`src/rtl/adc_sample_packer_if.sv`:
```
// Output word stream of adc_sample_packer: one registered word with lane count, segment markers and overrange flag.
interface adc_sample_packer_if #(
    parameter int WORD_W = 64,
    parameter int NS_W   = 3
);
    logic [WORD_W-1:0] out_data;
    logic [NS_W-1:0]   out_nsamp;
    logic              out_first;
    logic              out_last;
    logic              out_or;
    logic              out_valid;
    logic              out_ready;

    modport master (
        output out_data, out_nsamp, out_first, out_last, out_or, out_valid,
        input  out_ready
    );

    modport slave (
        input  out_data, out_nsamp, out_first, out_last, out_or, out_valid,
        output out_ready
    );
endinterface

```
`src/rtl/adc_sample_packer.sv`:
```
// Downsamples and packs ADC samples into WORD_W words; out_valid rises 1 cycle after the completing sample (ADC_OR_FLAG_EN adds out_or).
// Backpressure: a word completing while the output register is still held is dropped, overflow_o sets and capture stops.
module adc_sample_packer #(
    parameter int SAMPLE_W = 12,
    parameter int WORD_W   = 64,
    parameter int DS_W     = 16,
    parameter int CNT_W    = 32,
    parameter int SEG_W    = 8
) (
    input  logic                 adc_sampleclk,
    input  logic                 reset_n,
    input  logic                 arm_i,
    input  logic                 stream_mode_i,
    input  logic                 trig_i,
    input  logic [SAMPLE_W-1:0]  adc_datain,
    input  logic                 adc_or,
    input  logic [DS_W-1:0]      downsample_i,
    input  logic [CNT_W-1:0]     max_samples_i,
    input  logic [SEG_W-1:0]     num_segments_i,
    adc_sample_packer_if.master  out_if,
    output logic                 armed_o,
    output logic                 capture_done_o,
    output logic                 overflow_o,
    output logic [CNT_W-1:0]     samples_o
);
    localparam int PACK = WORD_W / SAMPLE_W;
    localparam int NS_W = $clog2(PACK + 1);

    typedef enum logic [1:0] {S_IDLE, S_ARMED, S_CAPTURE, S_REARM} state_t;

    state_t              r_state;
    state_t              w_state_nxt;
    logic                r_arm_d;
    logic [DS_W-1:0]     r_ds_ctr;
    logic [CNT_W-1:0]    r_seg_left;
    logic [SEG_W-1:0]    r_seg_done;
    logic [NS_W-1:0]     r_lane;
    logic [WORD_W-1:0]   r_pack;
    logic                r_first_pend;
    logic                r_overflow;
    logic                r_cap_done;
    logic [CNT_W-1:0]    r_samples;
    logic [WORD_W-1:0]   r_out_data;
    logic [NS_W-1:0]     r_out_nsamp;
    logic                r_out_first;
    logic                r_out_last;
    logic                r_out_valid;

    logic                w_arm_edge;
    logic                w_start;
    logic                w_keep;
    logic                w_seg_final;
    logic                w_complete;
    logic                w_can_load;
    logic                w_load;
    logic                w_ovf;
    logic                w_seg_end;
    logic                w_more_segs;
    logic [SEG_W:0]      w_seg_tgt;
    logic [WORD_W-1:0]   w_pack_nxt;

    // The downsample counter restarts at 0 on trigger and keeps on 0, so the first capture cycle is always kept.
    always_comb begin
        w_arm_edge  = (r_state == S_IDLE) && arm_i && !r_arm_d;
        w_start     = (r_state == S_ARMED) && arm_i && trig_i;
        w_keep      = (r_state == S_CAPTURE) && arm_i && (r_ds_ctr == '0);
        w_seg_final = w_keep && !stream_mode_i && (r_seg_left == CNT_W'(1));
        w_complete  = w_keep && ((r_lane == NS_W'(PACK - 1)) || w_seg_final);
        w_can_load  = !r_out_valid || out_if.out_ready;
        w_load      = w_complete && w_can_load;
        w_ovf       = w_complete && !w_can_load;
        w_seg_end   = w_load && w_seg_final;
        w_seg_tgt   = (num_segments_i == '0) ? (SEG_W + 1)'(1) : {1'b0, num_segments_i};
        w_more_segs = ({1'b0, r_seg_done} + (SEG_W + 1)'(1)) < w_seg_tgt;
        w_pack_nxt  = r_pack;
        for (int k = 0; k < PACK; k++) begin
            if (r_lane == NS_W'(k)) begin
                w_pack_nxt[k*SAMPLE_W +: SAMPLE_W] = adc_datain;
            end
        end
    end

    always_comb begin
        w_state_nxt = r_state;
        if (r_state != S_IDLE && !arm_i) begin
            w_state_nxt = S_IDLE;
        end else begin
            case (r_state)
                S_IDLE:    if (w_arm_edge) w_state_nxt = S_ARMED;
                S_ARMED:   if (trig_i) w_state_nxt = S_CAPTURE;
                S_CAPTURE: begin
                    if (w_ovf) begin
                        w_state_nxt = S_IDLE;
                    end else if (w_seg_end) begin
                        w_state_nxt = w_more_segs ? S_REARM : S_IDLE;
                    end
                end
                S_REARM:   if (!trig_i) w_state_nxt = S_ARMED;
                default:   w_state_nxt = S_IDLE;
            endcase
        end
    end

    always_ff @(posedge adc_sampleclk) begin
        if (!reset_n) begin
            r_state <= S_IDLE;
        end else begin
            r_state <= w_state_nxt;
        end
    end

    always_ff @(posedge adc_sampleclk) begin
        if (!reset_n) begin
            r_arm_d      <= 1'b0;
            r_ds_ctr     <= '0;
            r_seg_left   <= '0;
            r_seg_done   <= '0;
            r_lane       <= '0;
            r_pack       <= '0;
            r_first_pend <= 1'b0;
            r_overflow   <= 1'b0;
            r_cap_done   <= 1'b0;
            r_samples    <= '0;
            r_out_data   <= '0;
            r_out_nsamp  <= '0;
            r_out_first  <= 1'b0;
            r_out_last   <= 1'b0;
            r_out_valid  <= 1'b0;
        end else begin
            r_arm_d    <= arm_i;
            r_cap_done <= w_seg_end && !w_more_segs;
            if (w_arm_edge) begin
                r_overflow <= 1'b0;
                r_samples  <= '0;
                r_seg_done <= '0;
            end
            if (w_start) begin
                r_ds_ctr     <= '0;
                r_seg_left   <= (max_samples_i == '0) ? CNT_W'(1) : max_samples_i;
                r_lane       <= '0;
                r_pack       <= '0;
                r_first_pend <= 1'b1;
            end
            if (r_state == S_CAPTURE && arm_i) begin
                r_ds_ctr <= (r_ds_ctr == downsample_i) ? '0 : r_ds_ctr + DS_W'(1);
            end
            if (w_keep) begin
                if (r_samples != '1) begin
                    r_samples <= r_samples + CNT_W'(1);
                end
                r_seg_left <= r_seg_left - CNT_W'(1);
                if (w_complete) begin
                    r_lane <= '0;
                    r_pack <= '0;
                end else begin
                    r_lane <= r_lane + NS_W'(1);
                    r_pack <= w_pack_nxt;
                end
            end
            if (w_seg_end) begin
                r_seg_done <= r_seg_done + SEG_W'(1);
            end
            if (w_ovf) begin
                r_overflow <= 1'b1;
            end
            if (w_load) begin
                r_out_valid  <= 1'b1;
                r_out_data   <= w_pack_nxt;
                r_out_nsamp  <= r_lane + NS_W'(1);
                r_out_first  <= r_first_pend;
                r_out_last   <= w_seg_final;
                r_first_pend <= 1'b0;
            end else if (out_if.out_ready) begin
                r_out_valid <= 1'b0;
            end
        end
    end

`ifdef ADC_OR_FLAG_EN
    logic r_or_acc;
    logic r_out_or;
    logic w_or_nxt;

    assign w_or_nxt = r_or_acc | adc_or;

    always_ff @(posedge adc_sampleclk) begin
        if (!reset_n) begin
            r_or_acc <= 1'b0;
            r_out_or <= 1'b0;
        end else begin
            if (w_start) begin
                r_or_acc <= 1'b0;
            end else if (w_keep) begin
                r_or_acc <= w_complete ? 1'b0 : w_or_nxt;
            end
            if (w_load) begin
                r_out_or <= w_or_nxt;
            end
        end
    end

    assign out_if.out_or = r_out_or;
`else
    logic w_unused_or;
    assign w_unused_or   = adc_or;
    assign out_if.out_or = 1'b0;
`endif

    assign out_if.out_data  = r_out_data;
    assign out_if.out_nsamp = r_out_nsamp;
    assign out_if.out_first = r_out_first;
    assign out_if.out_last  = r_out_last;
    assign out_if.out_valid = r_out_valid;
    assign armed_o          = (r_state != S_IDLE);
    assign capture_done_o   = r_cap_done;
    assign overflow_o       = r_overflow;
    assign samples_o        = r_samples;
endmodule
```
`src/flat_wrapper.sv`:
```
// flat-port wrapper written by rule: the top's interface ports become plain ports
module adc_sample_packer_flat 
#(
    parameter int SAMPLE_W = 12,
    parameter int WORD_W   = 64,
    parameter int DS_W     = 16,
    parameter int CNT_W    = 32,
    parameter int SEG_W    = 8
)
  (adc_sampleclk, reset_n, arm_i, stream_mode_i, trig_i, adc_datain, adc_or, downsample_i, max_samples_i, num_segments_i, armed_o, capture_done_o, overflow_o, samples_o, out_if_out_data, out_if_out_nsamp, out_if_out_first, out_if_out_last, out_if_out_or, out_if_out_valid, out_if_out_ready);
  adc_sample_packer_if #(.WORD_W(WORD_W)) out_if_i ();
  input  logic adc_sampleclk;
  input  logic reset_n;
  input  logic arm_i;
  input  logic stream_mode_i;
  input  logic trig_i;
  input  logic [SAMPLE_W-1:0] adc_datain;
  input  logic adc_or;
  input  logic [DS_W-1:0] downsample_i;
  input  logic [CNT_W-1:0] max_samples_i;
  input  logic [SEG_W-1:0] num_segments_i;
  output logic armed_o;
  output logic capture_done_o;
  output logic overflow_o;
  output logic [CNT_W-1:0] samples_o;
  output wire logic [$bits(out_if_i.out_data)-1:0] out_if_out_data;
  output wire logic [$bits(out_if_i.out_nsamp)-1:0] out_if_out_nsamp;
  output wire logic [$bits(out_if_i.out_first)-1:0] out_if_out_first;
  output wire logic [$bits(out_if_i.out_last)-1:0] out_if_out_last;
  output wire logic [$bits(out_if_i.out_or)-1:0] out_if_out_or;
  output wire logic [$bits(out_if_i.out_valid)-1:0] out_if_out_valid;
  input wire logic [$bits(out_if_i.out_ready)-1:0] out_if_out_ready;
  assign out_if_out_data = out_if_i.out_data;
  assign out_if_out_nsamp = out_if_i.out_nsamp;
  assign out_if_out_first = out_if_i.out_first;
  assign out_if_out_last = out_if_i.out_last;
  assign out_if_out_or = out_if_i.out_or;
  assign out_if_out_valid = out_if_i.out_valid;
  assign out_if_i.out_ready = out_if_out_ready;
  adc_sample_packer #(.SAMPLE_W(SAMPLE_W), .WORD_W(WORD_W), .DS_W(DS_W), .CNT_W(CNT_W), .SEG_W(SEG_W)) u_core (.adc_sampleclk(adc_sampleclk), .reset_n(reset_n), .arm_i(arm_i), .stream_mode_i(stream_mode_i), .trig_i(trig_i), .adc_datain(adc_datain), .adc_or(adc_or), .downsample_i(downsample_i), .max_samples_i(max_samples_i), .num_segments_i(num_segments_i), .out_if(out_if_i), .armed_o(armed_o), .capture_done_o(capture_done_o), .overflow_o(overflow_o), .samples_o(samples_o));
endmodule
```
`config.mk`:
```
export PLATFORM = sky130hd
export DESIGN_NAME = adc_sample_packer_flat
export DESIGN_NICKNAME = d
export VERILOG_FILES = /design/src/rtl/adc_sample_packer_if.sv /design/src/rtl/adc_sample_packer.sv /design/src/flat_wrapper.sv
export SDC_FILE = /design/constraint.sdc
export NUM_CORES = 1
export LEC_CHECK = 0
export CORE_ASPECT_RATIO = 2
export CORE_MARGIN = 4
export CORE_UTILIZATION = 32
export CTS_BUF_LIST = sky130_fd_sc_hd__clkbuf_8
export DETAILED_ROUTE_END_ITERATION = 12
export GPL_ROUTABILITY_DRIVEN = 0
export PLACE_DENSITY_LB_ADDON = 0.1
export SKIP_CTS_REPAIR_TIMING = 1
export SYNTH_ARGS = -nofsm -noshare
export SYNTH_HDL_FRONTEND = slang
export SYNTH_SLANG_ARGS = --single-unit
```
`constraint.sdc`:
```
create_clock -name adc_sampleclk -period 3.49 [get_ports adc_sampleclk]
set_input_delay 0.8725 -clock adc_sampleclk [delete_from_list [all_inputs] [get_ports adc_sampleclk]]
set_output_delay 0.8725 -clock adc_sampleclk [all_outputs]
set_load 0.005 [all_outputs]
```
# ---- Word level (Yosys, flattened, before mapping)
# Index checks and enable logic that the tools add are counted.
# W data, S select, Z words.
dict set report op_classes {
  n_addsub 6
  reduce_logical 37
  magnitude_cmp 1
  muxes 34
  n_bitwise 1
  eq_ne 15
}
# operator n
set op_table {}
lappend op_table {{$mux W32} 6}
lappend op_table {{$mux W64} 3}
lappend op_table {{$mux W12} 5}
lappend op_table {{$mux W16} 3}
lappend op_table {{$add A32 B1 Y32 const B} 1}
lappend op_table {{$eq A32 B1 Y1 const B} 1}
lappend op_table {{$logic_not A32 Y1} 1}
lappend op_table {{$ne A32 B32 Y1 const B} 1}
lappend op_table {{$sub A32 B1 Y32 const B} 1}
lappend op_table {{$mux W8} 3}
lappend op_table {{$add A16 B1 Y16 const B} 1}
lappend op_table {{$eq A16 B16 Y1} 1}
lappend op_table {{$logic_not A16 Y1} 1}
lappend op_table {{$logic_and A1 B1 Y1} 14}
lappend op_table {{$mux W2} 6}
lappend op_table {{$reduce_bool A2 Y1} 6}
lappend op_table {{$add A8 B1 Y9 const B} 1}
lappend op_table {{$lt A9 B9 Y1} 1}
lappend op_table {{$mux W3} 3}
lappend op_table {{$add A8 B1 Y8 const B} 1}
lappend op_table {{$logic_not A8 Y1} 1}
lappend op_table {{$pmux W2 S4} 1}
lappend op_table {{$eq A3 B2 Y1 const B} 2}
lappend op_table {{$logic_not A1 Y1} 6}
lappend op_table {{other kinds (16)} 24}
dict set report totals {
  input_bits 75
  elab_cells 111
  regBits 231
}

# ---- Longest topological paths before layout
dict set report logic_depth {
  word_depth 12
  ltp_mapped 11
  ltp_nobuf 11
}

# ---- Worst setup path before layout
# OpenSTA, ideal clock, no wires.
dict set report synth_path {
  kind {input-to-reg}
  from {input port arm_i}
  to {register u_core.r_pack[0]}
  slack_ns 0.817
  stages 9
  setup_time_ns 0.060
  n_path_buf 3
  t_required_ns 3.430
  arrival_ns 2.613
  path_cell_list {clkbuf_1 -> nand2_1 -> and4b_1 -> nand2_1 -> clkbuf_1 -> nor3_1 -> o21a_1 -> clkbuf_1 -> a22o_1}
}
dict set report synth_between {
  elab_chain_cells 8
}
# element line_no
set synth_lines {}
lappend synth_lines {{start: declaration} flat_wrapper.sv:14} ;# input logic arm_i;
lappend synth_lines {{$logic_and A1 B1 Y1 (2 in a row)} adc_sample_packer.sv:66} ;# w_keep = (r_state == S_CAPTURE) && arm_i && (r_ds_ctr == '0);
lappend synth_lines {{$logic_and A1 B1 Y1 (2 in a row)} adc_sample_packer.sv:67} ;# w_seg_final = w_keep && !stream_mode_i && (r_seg_left == CNT_W'(1));
lappend synth_lines {{$logic_or A1 B1 Y1} adc_sample_packer.sv:68} ;# w_complete = w_keep && ((r_lane == NS_W'(PACK - 1)) || w_seg_final);
lappend synth_lines {{$logic_and A1 B1 Y1} adc_sample_packer.sv:68}
lappend synth_lines {{$mux W64} adc_sample_packer.sv:152} ;# if (w_complete) begin
lappend synth_lines {{$mux W64} adc_sample_packer.sv:147} ;# if (w_keep) begin
lappend synth_lines {{end signal: assignment} adc_sample_packer.sv:157} ;# r_pack <= w_pack_nxt;
lappend synth_lines {{end: declaration} adc_sample_packer.sv:38} ;# logic [WORD_W-1:0] r_pack;
# Parallel ways exist; a longest one is shown, timed or not. The select of a mux whose other input is x is not followed.
# A chain may end at the register's enable or synchronous reset.

# ---- Worst setup path in the final report
dict set report layout_path {
  from {register u_core.r_ds_ctr[0]}
  to {register u_core.r_pack[17]}
}
dict set report layout_between {
  elab_chain_cells 8
}
# element line_no
set layout_lines {}
lappend layout_lines {{start: declaration} adc_sample_packer.sv:34} ;# logic [DS_W-1:0] r_ds_ctr;
lappend layout_lines {{start signal: assignment} adc_sample_packer.sv:145} ;# r_ds_ctr <= (r_ds_ctr == downsample_i) ? '0 : r_ds_ctr + DS_W'(1);
lappend layout_lines {{$logic_not A16 Y1 *} adc_sample_packer.sv:66}
lappend layout_lines {{$logic_and A1 B1 Y1 *} adc_sample_packer.sv:66}
lappend layout_lines {{$logic_and A1 B1 Y1 (2 in a row)} adc_sample_packer.sv:67}
lappend layout_lines {{$logic_or A1 B1 Y1} adc_sample_packer.sv:68}
lappend layout_lines {{$logic_and A1 B1 Y1} adc_sample_packer.sv:68}
lappend layout_lines {{$mux W64} adc_sample_packer.sv:152}
lappend layout_lines {{$mux W64} adc_sample_packer.sv:147}
# Mark *: on every way between the ends. The rest lies on a longest branch, timed or not. The select of a mux whose other input is x is not followed.

==> impl_metrics.csv <==
group,metric,value,unit
die,core,33000,um2
die,die_h,268,um
routing,drc,0,
worst_setup_path,cp_data_required_time,3.97,ns
global_route,grt_pass1_vias,10100,
cts,clock_path_buffers,3,
die,die_area,36900,um2
synth,syn_area_per_cell,8.52,um2
timing,maxSlewViolCount,0,
routing,drt_pass1_iterations,5,
routing,wire_per_inst,19.4,um
synth,ys_warn_count,0,
die,die_w,138,um
timing,rsz0062_at_grt,"false",
routing,ant_nets,0,
worst_setup_path,crit_path_start_kind,"flip-flop",
worst_setup_path,cp.arrival,3.38,ns
global_route,antenna_found_initial,1,
placement,placed_cell_area,13100,um2
die,num_rows,94,
synth,ys_async_sr_fraction,0,%
pwr,powerDensity,420,nW/um2
global_route,grt_pass1_wl,56200,um
timing,setup_tns,0,ns
flow_run,cap_violations,0,
pwr,vdd_ir_drop_max,0.281,mV
routing,vias,10100,
routing,drt_iter0_drc,402,
worst_setup_path,rrSetupSlack,0.60,ns
global_route,grt_start_max_net_pins,66,
synth,synth_seq_cells,223,
placement,place_ws,0.143,ns
worst_setup_path,worstSetupStartpoint,"u_core.r_ds_ctr[0]",
timing,slew_headroom,33.9,%
placement,dp.final_hpwl,26600,um
cts,cts.clk_slew.worst_paths,0.07,ns
pwr,power,5780,uW
worst_hold_path,whs_path_depth,1,
die,ios,181,
synth,synth-main-ff-cell,"dfxtp_1",
routing,via_per_inst,5.35,
synth,ys_seq_area_share,41.4,%
cts,clock-root-buffer,"clkbuf_8",
layout,final_layout_size_suffix_gt1_share,8.74,%
timing,period_minus_slack,2.89,ns
cts,htree_levels,2,
synth,synth_edf_count,0,
global_route,grt.overflow.total,0,
timing,tightestPinTransition,0.992,ns
layout,layout_common_cells,"223 x dfxtp_1, 173 x clkdlybuf4s50_1, 143 x nor2_1",
worst_setup_path,worstRegToRegCells,8,
timing,period_share,82.9,%
timing,hold_viol_final,0,
cts,tritoncts,"built",
global_route,track_usage,19.5,%
synth,syn-instance-count,1265,
synth,synth_area,10800,um2
worst_hold_path,min_path_type,"flip-flop to flip-flop",
timing,setup_slack,0.595,ns
timing,setup_viol,0,
worst_setup_path,crit_end,"u_core.r_pack[17]",
layout,layout_commonest_cell,"dfxtp_1",
cts,clk_latency,0.55,ns
timing,max_freq,0.345,GHz
worst_setup_path,r2r-end,"u_core.r_pack[17]",
worst_setup_path,critPathCaptureType,"flip-flop",
routing,drt-total-wl,36500,um
synth,ys_types,68,
run_status,outcome,"complete, no violations",
worst_setup_path,worstSetupPathType,"flip-flop to flip-flop",
pwr,leakage,0.00502,uW
layout,post-route-cell-area,13800,um2
worst_setup_path,rr_startpoint,"u_core.r_ds_ctr[0]",
cts,cts_buffers,36,
timing,finalClockSkew,0.0234,ns
worst_setup_path,critPathMaxFanout,12,
layout,syn2layout_area_growth,27.6,%
die,start_util,32.6,%
layout,nets,1526,
placement,io_buffers,174,
cts,cts_sinks,223,
==> flip-flops by register name, indices dropped and copies added, names as in the netlist, 2 cells and up <==
| name | cells |
|---|---|
| u_core.out_if.out_data | 60 |
| u_core.out_if.out_nsamp | 3 |
| u_core.r_ds_ctr | 16 |
| u_core.r_lane | 3 |
| u_core.r_pack | 60 |
| u_core.r_seg_done | 8 |
| u_core.r_seg_left | 32 |
| u_core.r_state | 2 |
| u_core.samples_o | 32 |
==> where the power goes <==
| group | leakage, uW | internal (uW) | total (uW) | switching [uW] |
|---|---|---|---|---|
| Combinational | 0.00283 | 384 | 978 | 593 |
| Sequential | 0.00180 | 2590 | 2640 | 46.5 |
| Clock | 0.000392 | 1070 | 2170 | 1100 |
| Total | 0.00502 | 4040 | 5780 | 1740 |
==> worst max-delay path, cell delays in order (launching register included) <==
cell     delay [ns]
dfxtp_1        0.42
inv_1          0.09
ha_1           0.26
nor3b_1        0.21
and3_1         0.23
a21oi_1        0.80
a41o_1         0.52
a22oi_1        0.17
nor2_1         0.11
==> metal layers <==
layer	track usage (%)	routed length, um	vias to the layer above
met5	0	0	-
met4	8.42	1490	0
met3	3.08	1560	74
met2	37.7	20200	256
met1	20.2	13300	4820
li1	-	-	4944
==> how the worst min path moves through the flow <==
stage	startpoint	endpoint	slack [ns]
final	u_core.r_pack[58]	u_core.r_pack[58]	0.46
after global routing	u_core.r_pack[38]	u_core.r_pack[38]	0.49
after CTS	u_core.r_pack[57]	u_core.r_pack[57]	0.46
after detailed placement	u_core.r_pack[48]	u_core.r_pack[48]	0.44
after global placement	u_core.r_pack[56]	u_core.r_pack[56]	0.44
after floorplan	u_core.r_pack[48]	u_core.r_pack[48]	0.43
==> metrics by stage <==
stage	hold slack, ns	instances	util [%]
after floorplan	0.429	1269	-
after global placement	0.441	1823	39.6
after detailed placement	0.443	1823	39.6
after CTS	0.462	1885	41.6
after global routing	0.485	1886	41.6
final	0.460	1886	41.6
==> cell type report <==
| cell class | instances | area [um2] |
|---|---|---|
| fillers | 3391 | 19300 |
| multi-input cells | 916 | 5830 |
| flip-flops and latches | 223 | 4460 |
| repair buffers | 221 | 2150 |
| clock buffers | 41 | 564 |
| well taps | 432 | 541 |
| inverters | 31 | 119 |
| clock inverters | 21 | 90.1 |
| diodes | 1 | 2.50 |
==> logic make-up after synthesis <==
logic type      count (synthesis)  synth area share (%)
buf+inv                       130                  4.91
xor+xnor                       34                  2.76
mux                            68                  6.31
fa+ha+maj                      22                  2.55
flops                         223                  41.4
simple gates                  473                  21.8
other cells                     1                0.0348
compound gates                314                  20.3
==> cell usage after synthesis (8+ instances only) <==
cell type | number | area (um2)
a22o_1 | 16 | 140
o211ai_1 | 12 | 90.1
dfxtp_1 | 223 | 4460
buf_2 | 12 | 60.1
and2_1 | 21 | 131
ha_1 | 22 | 275
a22oi_1 | 32 | 240
and3_1 | 17 | 106
o22ai_1 | 13 | 81.3
a211oi_1 | 68 | 510
nor2_1 | 143 | 537
a31oi_1 | 18 | 113
buf_1 | 16 | 60.1
o21ai_0 | 36 | 180
nor4_1 | 30 | 188
or3_1 | 14 | 87.6
o221a_2 | 8 | 90.1
nand4_1 | 17 | 106
a21oi_1 | 54 | 270
clkbuf_1 | 65 | 244
mux2i_1 | 68 | 681
nand2_1 | 101 | 379
nor2b_1 | 9 | 56.3
o21ai_1 | 14 | 70.1
xnor2_1 | 11 | 96.3
inv_1 | 30 | 113
nor3_1 | 27 | 135
nand3_1 | 48 | 240
xor2_1 | 23 | 201
or4_1 | 13 | 97.6
(Power assumes the default switching activity.)
